$ cat src/rtl/ptp_sync_tx_pkg.sv
// Shared PTP / GMII framing constants and FSM state type for the Sync
// transmitter. The CRC constants are also meant for a future FCS checker.
package ptp_sync_tx_pkg;

  localparam logic [15:0] PTP_ETHERTYPE  = 16'h88F7;
  localparam logic [47:0] PTP_MCAST_MAC  = 48'h01_1B_19_00_00_00;
  localparam logic [3:0]  PTP_MSG_SYNC   = 4'h0;
  localparam logic [3:0]  PTP_VERSION    = 4'h2;
  localparam logic [15:0] PTP_SYNC_LEN   = 16'd44;

  localparam logic [7:0]  GMII_PREAMBLE  = 8'h55;
  localparam logic [7:0]  GMII_SFD       = 8'hD5;
  localparam int          PREAMBLE_LEN   = 7;
  localparam int          FRAME_DATA_LEN = 60;
  localparam int          FCS_LEN        = 4;

  localparam logic [31:0] CRC32_POLY     = 32'h04C11DB7;
  localparam logic [31:0] CRC32_INIT     = 32'hFFFFFFFF;

  typedef enum logic [2:0] {
    ST_IDLE,
    ST_PRE,
    ST_SFD,
    ST_DATA,
    ST_FCS,
    ST_IFG
  } tx_state_e;

  // Bit-reverse a 32-bit word; used to derive the reflected polynomial.
  function automatic logic [31:0] reflect32(input logic [31:0] v);
    logic [31:0] r;
    r = '0;
    for (int i = 0; i < 32; i++) r[i] = v[31-i];
    return r;
  endfunction

endpackage

$ cat src/rtl/ptp_sync_tx_crc32_d8.sv
// Combinational next-state of the reflected Ethernet CRC-32 for one data
// byte, data bits consumed LSB first.
module crc32_d8
  import ptp_sync_tx_pkg::*;
(
  input  logic [31:0] crc_i,
  input  logic [7:0]  data_i,
  output logic [31:0] crc_o
);

  localparam logic [31:0] POLY_REFL = reflect32(CRC32_POLY);

  // Shift the eight data bits through the reflected LFSR
  always_comb begin
    logic [31:0] c;
    logic        fb;
    c = crc_i;
    for (int b = 0; b < 8; b++) begin
      fb = c[0] ^ data_i[b];
      c  = c >> 1;
      if (fb) c = c ^ POLY_REFL;
    end
    crc_o = c;
  end

endmodule

$ cat src/rtl/ptp_sync_tx.sv
// GMII transmitter for untagged Ethernet II one-step PTPv2 Sync frames.
// One byte per gmii_clk; originTimestamp latched as the SFD is launched.
module ptp_sync_tx
  import ptp_sync_tx_pkg::*;
#(
  parameter logic [47:0] SRC_MAC      = 48'h00_0A_35_00_00_01,
  parameter logic [63:0] CLOCK_ID     = 64'h000A35FFFE000001,
  parameter logic [15:0] PORT_NUM     = 16'h0001,
  parameter logic [7:0]  DOMAIN       = 8'h00,
  parameter logic [7:0]  LOG_INTERVAL = 8'h00,
  parameter int          IFG_BYTES    = 12
) (
  input  logic        gmii_clk,
  input  logic        rst,
  input  logic        enable,
  input  logic        send_req,
  input  logic [31:0] time_ptp_ns,
  input  logic [47:0] time_ptp_sec,
  output logic        tx_gmii_ctrl,
  output logic [7:0]  tx_gmii_data,
  output logic        busy,
  output logic [15:0] seq_id,
  output logic        sent,
  output logic [79:0] sent_ts
);

  localparam logic [5:0] PRE_LAST  = 6'(PREAMBLE_LEN - 1);
  localparam logic [5:0] DATA_LAST = 6'(FRAME_DATA_LEN - 1);
  localparam logic [5:0] FCS_LAST  = 6'(FCS_LEN - 1);
  localparam logic [5:0] IFG_LAST  = 6'(IFG_BYTES - 1);

  tx_state_e   state_q, state_d;
  logic [5:0]  cnt_q, cnt_d;
  logic        pending_q, pending_d;
  logic [31:0] crc_q, crc_d;
  logic [79:0] ts_q, ts_d;
  logic [15:0] seq_q, seq_d;
  logic        ctrl_q, ctrl_d;
  logic [7:0]  data_q, data_d;
  logic        busy_q, busy_d;
  logic        sent_q, sent_d;
  logic [79:0] sent_ts_q, sent_ts_d;

  logic [7:0]  field_byte;
  logic [31:0] crc_next;
  logic [31:0] fcs_word;
  logic        ifg_exit;

  assign ifg_exit = (state_q == ST_IFG) && (cnt_q == IFG_LAST);
  assign fcs_word = ~crc_q;

  crc32_d8 u_crc (
    .crc_i  (crc_q),
    .data_i (field_byte),
    .crc_o  (crc_next)
  );

  // Frame field multiplexer: DATA byte for the current byte index
  always_comb begin
    int idx;
    idx = int'(cnt_q);
    field_byte = 8'h00;
    if (idx < 6)        field_byte = PTP_MCAST_MAC[8*(5-idx) +: 8];
    else if (idx < 12)  field_byte = SRC_MAC[8*(11-idx) +: 8];
    else if (idx < 14)  field_byte = PTP_ETHERTYPE[8*(13-idx) +: 8];
    else if (idx == 14) field_byte = {4'h0, PTP_MSG_SYNC};
    else if (idx == 15) field_byte = {4'h0, PTP_VERSION};
    else if (idx < 18)  field_byte = PTP_SYNC_LEN[8*(17-idx) +: 8];
    else if (idx == 18) field_byte = DOMAIN;
    else if (idx < 34)  field_byte = 8'h00;
    else if (idx < 42)  field_byte = CLOCK_ID[8*(41-idx) +: 8];
    else if (idx < 44)  field_byte = PORT_NUM[8*(43-idx) +: 8];
    else if (idx < 46)  field_byte = seq_q[8*(45-idx) +: 8];
    else if (idx == 46) field_byte = 8'h00;
    else if (idx == 47) field_byte = LOG_INTERVAL;
    else if (idx < 54)  field_byte = ts_q[32 + 8*(53-idx) +: 8];
    else if (idx < 58)  field_byte = ts_q[8*(57-idx) +: 8];
    else                field_byte = 8'h00;
  end

  // Next-state logic for the frame sequencer and the one-deep request queue
  always_comb begin
    state_d   = state_q;
    cnt_d     = cnt_q;
    pending_d = pending_q;
    unique case (state_q)
      ST_IDLE: begin
        if (send_req && enable) begin
          state_d = ST_PRE;
          cnt_d   = '0;
        end
      end
      ST_PRE: begin
        if (cnt_q == PRE_LAST) begin
          state_d = ST_SFD;
          cnt_d   = '0;
        end else cnt_d = cnt_q + 6'd1;
      end
      ST_SFD: begin
        state_d = ST_DATA;
        cnt_d   = '0;
      end
      ST_DATA: begin
        if (cnt_q == DATA_LAST) begin
          state_d = ST_FCS;
          cnt_d   = '0;
        end else cnt_d = cnt_q + 6'd1;
      end
      ST_FCS: begin
        if (cnt_q == FCS_LAST) begin
          state_d = ST_IFG;
          cnt_d   = '0;
        end else cnt_d = cnt_q + 6'd1;
      end
      ST_IFG: begin
        if (cnt_q == IFG_LAST) begin
          state_d = (enable && (pending_q || send_req)) ? ST_PRE : ST_IDLE;
          cnt_d   = '0;
        end else cnt_d = cnt_q + 6'd1;
      end
      default: begin
        state_d = ST_IDLE;
        cnt_d   = '0;
      end
    endcase
    if (!enable) pending_d = 1'b0;
    else if (send_req && (state_q != ST_IDLE)) pending_d = 1'b1;
    if (ifg_exit) pending_d = 1'b0;
  end

  // Registered GMII byte, CRC accumulation, timestamp latch and end-of-frame bookkeeping
  always_comb begin
    ctrl_d    = 1'b0;
    data_d    = 8'h00;
    crc_d     = crc_q;
    ts_d      = ts_q;
    seq_d     = seq_q;
    sent_d    = 1'b0;
    sent_ts_d = sent_ts_q;
    busy_d    = (state_d != ST_IDLE);
    unique case (state_q)
      ST_PRE: begin
        ctrl_d = 1'b1;
        data_d = GMII_PREAMBLE;
      end
      ST_SFD: begin
        ctrl_d = 1'b1;
        data_d = GMII_SFD;
        ts_d   = {time_ptp_sec, time_ptp_ns};
        crc_d  = CRC32_INIT;
      end
      ST_DATA: begin
        ctrl_d = 1'b1;
        data_d = field_byte;
        crc_d  = crc_next;
      end
      ST_FCS: begin
        ctrl_d = 1'b1;
        data_d = fcs_word[{cnt_q[1:0], 3'b000} +: 8];
      end
      ST_IFG: begin
        if (cnt_q == 6'd0) begin
          sent_d    = 1'b1;
          sent_ts_d = ts_q;
          seq_d     = seq_q + 16'd1;
        end
      end
      default: ;
    endcase
  end

  // Sequencer state register
  always_ff @(posedge gmii_clk or posedge rst) begin
    if (rst) begin
      state_q   <= ST_IDLE;
      cnt_q     <= '0;
      pending_q <= 1'b0;
    end else begin
      state_q   <= state_d;
      cnt_q     <= cnt_d;
      pending_q <= pending_d;
    end
  end

  // Datapath and output registers; reset clears the line at once
  always_ff @(posedge gmii_clk or posedge rst) begin
    if (rst) begin
      crc_q     <= CRC32_INIT;
      ts_q      <= '0;
      seq_q     <= '0;
      ctrl_q    <= 1'b0;
      data_q    <= 8'h00;
      busy_q    <= 1'b0;
      sent_q    <= 1'b0;
      sent_ts_q <= '0;
    end else begin
      crc_q     <= crc_d;
      ts_q      <= ts_d;
      seq_q     <= seq_d;
      ctrl_q    <= ctrl_d;
      data_q    <= data_d;
      busy_q    <= busy_d;
      sent_q    <= sent_d;
      sent_ts_q <= sent_ts_d;
    end
  end

  assign tx_gmii_ctrl = ctrl_q;
  assign tx_gmii_data = data_q;
  assign busy         = busy_q;
  assign seq_id       = seq_q;
  assign sent         = sent_q;
  assign sent_ts      = sent_ts_q;

endmodule

$ cat config.mk
export PLATFORM = sky130hd
export DESIGN_NAME = ptp_sync_tx
export DESIGN_NICKNAME = d
export VERILOG_FILES = /design/src/rtl/ptp_sync_tx_pkg.sv /design/src/rtl/ptp_sync_tx_crc32_d8.sv /design/src/rtl/ptp_sync_tx.sv
export SDC_FILE = /design/constraint.sdc
export NUM_CORES = 1
export LEC_CHECK = 0
export CAP_MARGIN = 20
export CORE_MARGIN = 5
export CORE_UTILIZATION = 55
export CTS_CLUSTER_DIAMETER = 150
export DETAILED_ROUTE_END_ITERATION = 6
export DONT_BUFFER_PORTS = 1
export PLACE_DENSITY = 0.7
export SETUP_SLACK_MARGIN = 0.2
export SLEW_MARGIN = 20
export SYNTH_ARGS = -nofsm -noshare
export SYNTH_HDL_FRONTEND = slang
export SYNTH_SLANG_ARGS = --single-unit
$ cat constraint.sdc
create_clock -name gmii_clk -period 18.9 [get_ports gmii_clk]
set_input_delay 0.945 -clock gmii_clk [delete_from_list [all_inputs] [get_ports gmii_clk]]
set_output_delay 0.945 -clock gmii_clk [all_outputs]
set_load 0.05 [all_outputs]
==> flow_summary.yaml <==
outcome:
  status: "finished clean"
setup_path:
  cp_max_fo: 53
  worst_ep_required_time_ns: 19.34
  worstSetupPathType: "flop to flop"
  critPathLaunchType: "flop"
  end_kind: "flop"
  arrival_ns: 6.18
  r2r_setup_slack_ns: 13.16
clock_network:
  cts-buffers-inserted: 25
  cts_resized: 0
  path_clk_slew_ns: 0.06
  hold_buffers: 0
  clock_latency_ns: 0.53
  cts.path.max_buffers: 3
  htree_levels: 1
  root_buffer: "clkbuf_16"
  cts_setup_buffers: 0
  cts_tree: "done"
  cts_sinks: 229
timing:
  rsz0062_at_grt: "no"
  timing.final.ws_setup_ns: 13.16
  relSlewSlack: 0.2715
  min_period_over_period: 0.3036
  period_needed_ns: 5.739
  slew_viol_final: 0
  setup-violations-final: 0
  tns_ns: 0
  worst-slew-pin-transition_ns: 1.093
  fmax_ghz: 0.1743
  finalHoldViolations: 0
  clock_skew_ns: 0.01281
global_routing:
  grt_use_total: 0.2644
  overflow: 0
  grt_max_degree: 85
  grt_pass1_vias: 8673
  antenna_found_initial: 6
  grt_pass1_wl_mm: 51.16
floorplanning:
  die_h_um: 156.5
  start_util: 0.5600
  ios: 191
  die-area_mm2: 0.02450
  die_w_um: 156.5
  core-area_mm2: 0.02109
  rows: 53
logic_synthesis:
  yosysWarnings: 0
  syn_area_per_cell_um2: 10.22
  ys_seq_area_frac: 0.4886
  synth-seq-cells: 229
  syn_nets: 1252
  synth_common_cells: "291 x nand2_1, 197 x dfrtp_1, 84 x mux2_2"
  muxShareOfSynthArea: 0.1324
  synth_top_area_share: 0.4174
  synth_simple_gate_area_share: 0.1556
  yosys-top-cells-area: "dfrtp_1 42%, nand2_1 9.2%, mux2_2 8.0%, dfstp_2 7.1%, xnor2_1 4.2%"
  synth_edf_count: 0
  synth_xor_area_frac: 0.07225
  synth_flop_cell: "dfrtp_1"
  synth-adder-area-share: 0.01367
  yosysMostFrequentCell: "nand2_1"
  synth_compound_area_frac: 0.1067
  syn_inst: 1156
  async_flop_share: 1.000
  synth_top_family_by_area: "simple AND/OR/NAND/NOR gates"
  synth.distinct_cells: 74
  synth_top_cell_by_area: "dfrtp_1"
  syn_area_mm2: 0.01181
finish:
  fin_util: 0.6042
  drive_gt1_frac: 0.1839
  nNetsFinal: 1222
  syn2layout_area_growth_pct: 7.893
  finalInstanceArea_mm2: 0.01274
hold_path:
  hold_class: "input pin to async pin"
detailed_routing:
  drtAntennaViolNets: 0
  drt-initial-drc-count: 583
  via_per_inst: 6.043
  wire_per_inst_um: 22.77
  drc: 0
  num_vias: 8575
  wirelength_mm: 32.31
  drtPass1Iterations: 5
placed_design:
  gp_congestion: 0.9474
  port_buffers: 0
  placed_area_mm2: 0.01196
  pre_cts_ws_ns: 13.26
  dp_hpwl_mm: 22.77
power_and_ir_drop:
  peakVddDrop_mv: 0.1296
  leakage_uw: 0.005727
  powerDensity_mw_per_mm2: 220.0
flow_run:
  maxCapViolations: 0
==> worst paths after layout <==
check / start / endpoint / cells after the start
worst min-delay path: rst / seq_id[12] / 1
worst max-delay path: cnt_q[1] / crc_q[26] / 14
min in group gmii_clk: ts_q[23] / sent_ts[23] / 2
worst max register to register: cnt_q[1] / crc_q[26] / 14
worst min register to register: ts_q[23] / sent_ts[23] / 2
max in group asynchronous: rst / sent_ts[76] / 2
==> layer usage <==
metal / vias up / global-route usage / part of all wire
met3: 46 / 0.07743 / 0.088
met4: 6 / 0.05124 / 0.017
met5: - / 0 / 0.0014
li1: 3920 / - / -
met1: 4285 / 0.3869 / 0.44
met2: 318 / 0.3980 / 0.45
==> through the flow <==
step / total power (uW) / cells / hold WS (ns)
final: 2804 / 1419 / 0.3380
after global routing: 2976 / 1419 / 0.3903
after CTS: 2800 / 1417 / 0.3526
after detailed placement: 2327 / 1374 / 0.4708
after global placement: 2303 / 1374 / 0.4653
after floorplan: 1999 / 1156 / 0.4507
==> cell usage in the layout, fill, tap and decap left out, types with 7 or more instances in the layout <==
cell type and instances:
a211oi_1 10, a21oi_1 47, a22oi_1 9, and3_1 10, buf_4 10, clkbuf_1 7, clkbuf_16 25, dfrtp_1 196
dfstp_2 32, ha_1 12, inv_1 12, mux2_2 84, mux2i_1 28, mux4_2 15, nand2_1 291, nand2b_1 9
nand3_1 12, nor2_1 56, nor2b_1 7, nor3_1 10, o211ai_1 7, o21a_1 7, o21ai_0 24, o22a_1 9
o22ai_1 9, xnor2_1 56, xnor2_2 8, xor2_1 21
==> critical path: stages, from the launching register on <==
cell      delay (ns)
dfrtp_2         0.34
buf_4           0.60
inv_1           0.29
ha_1            1.01
clkinv_1        0.52
ha_1            0.64
nand3_1         0.29
o22a_1          0.24
a211oi_1        0.23
o31ai_2         0.13
xnor2_2         0.23
xnor2_2         0.58
xnor2_1         0.16
xor2_1          0.17
a21oi_1         0.18
==> cell families after synthesis <==
logic type,Yosys count
adders and majority gates,13
DFF,229
xor gates and xnor gates,88
AOI/OAI and AO/OA,181
and+or+nand+nor,435
muxes,127
buffers and inverters,83
==> power breakdown <==
part           switching [uW]  leakage [uW]  internal [uW]
logic                     809       0.00246            676
registers                 177       0.00289            675
clock network             192      0.000383            276
total                    1180       0.00573           1630
==> final cells by class <==
| class | count | area (um^2) |
|---|---|---|
| sequential | 229 | 5772 |
| antenna | 2 | 5.005 |
| tap | 275 | 344.1 |
| inverter | 16 | 67.56 |
| clock inverter | 6 | 61.31 |
| timing repair buffer | 10 | 75.07 |
| multi-input combinational | 844 | 5697 |
| clock buffer | 37 | 720.7 |
| fill | 1770 | 8346 |
==> sequential cells by signal, summed over array words and instances (netlist names) <==
name / count
busy: 1
crc_q: 32
cnt_q: 6
sent_ts: 80
ts_q: 80
state_q: 3
tx_gmii_ctrl: 1
tx_gmii_data: 8
seq_id: 16
sent: 1
pending_q: 1
Power figures use the tool's default switching activity.
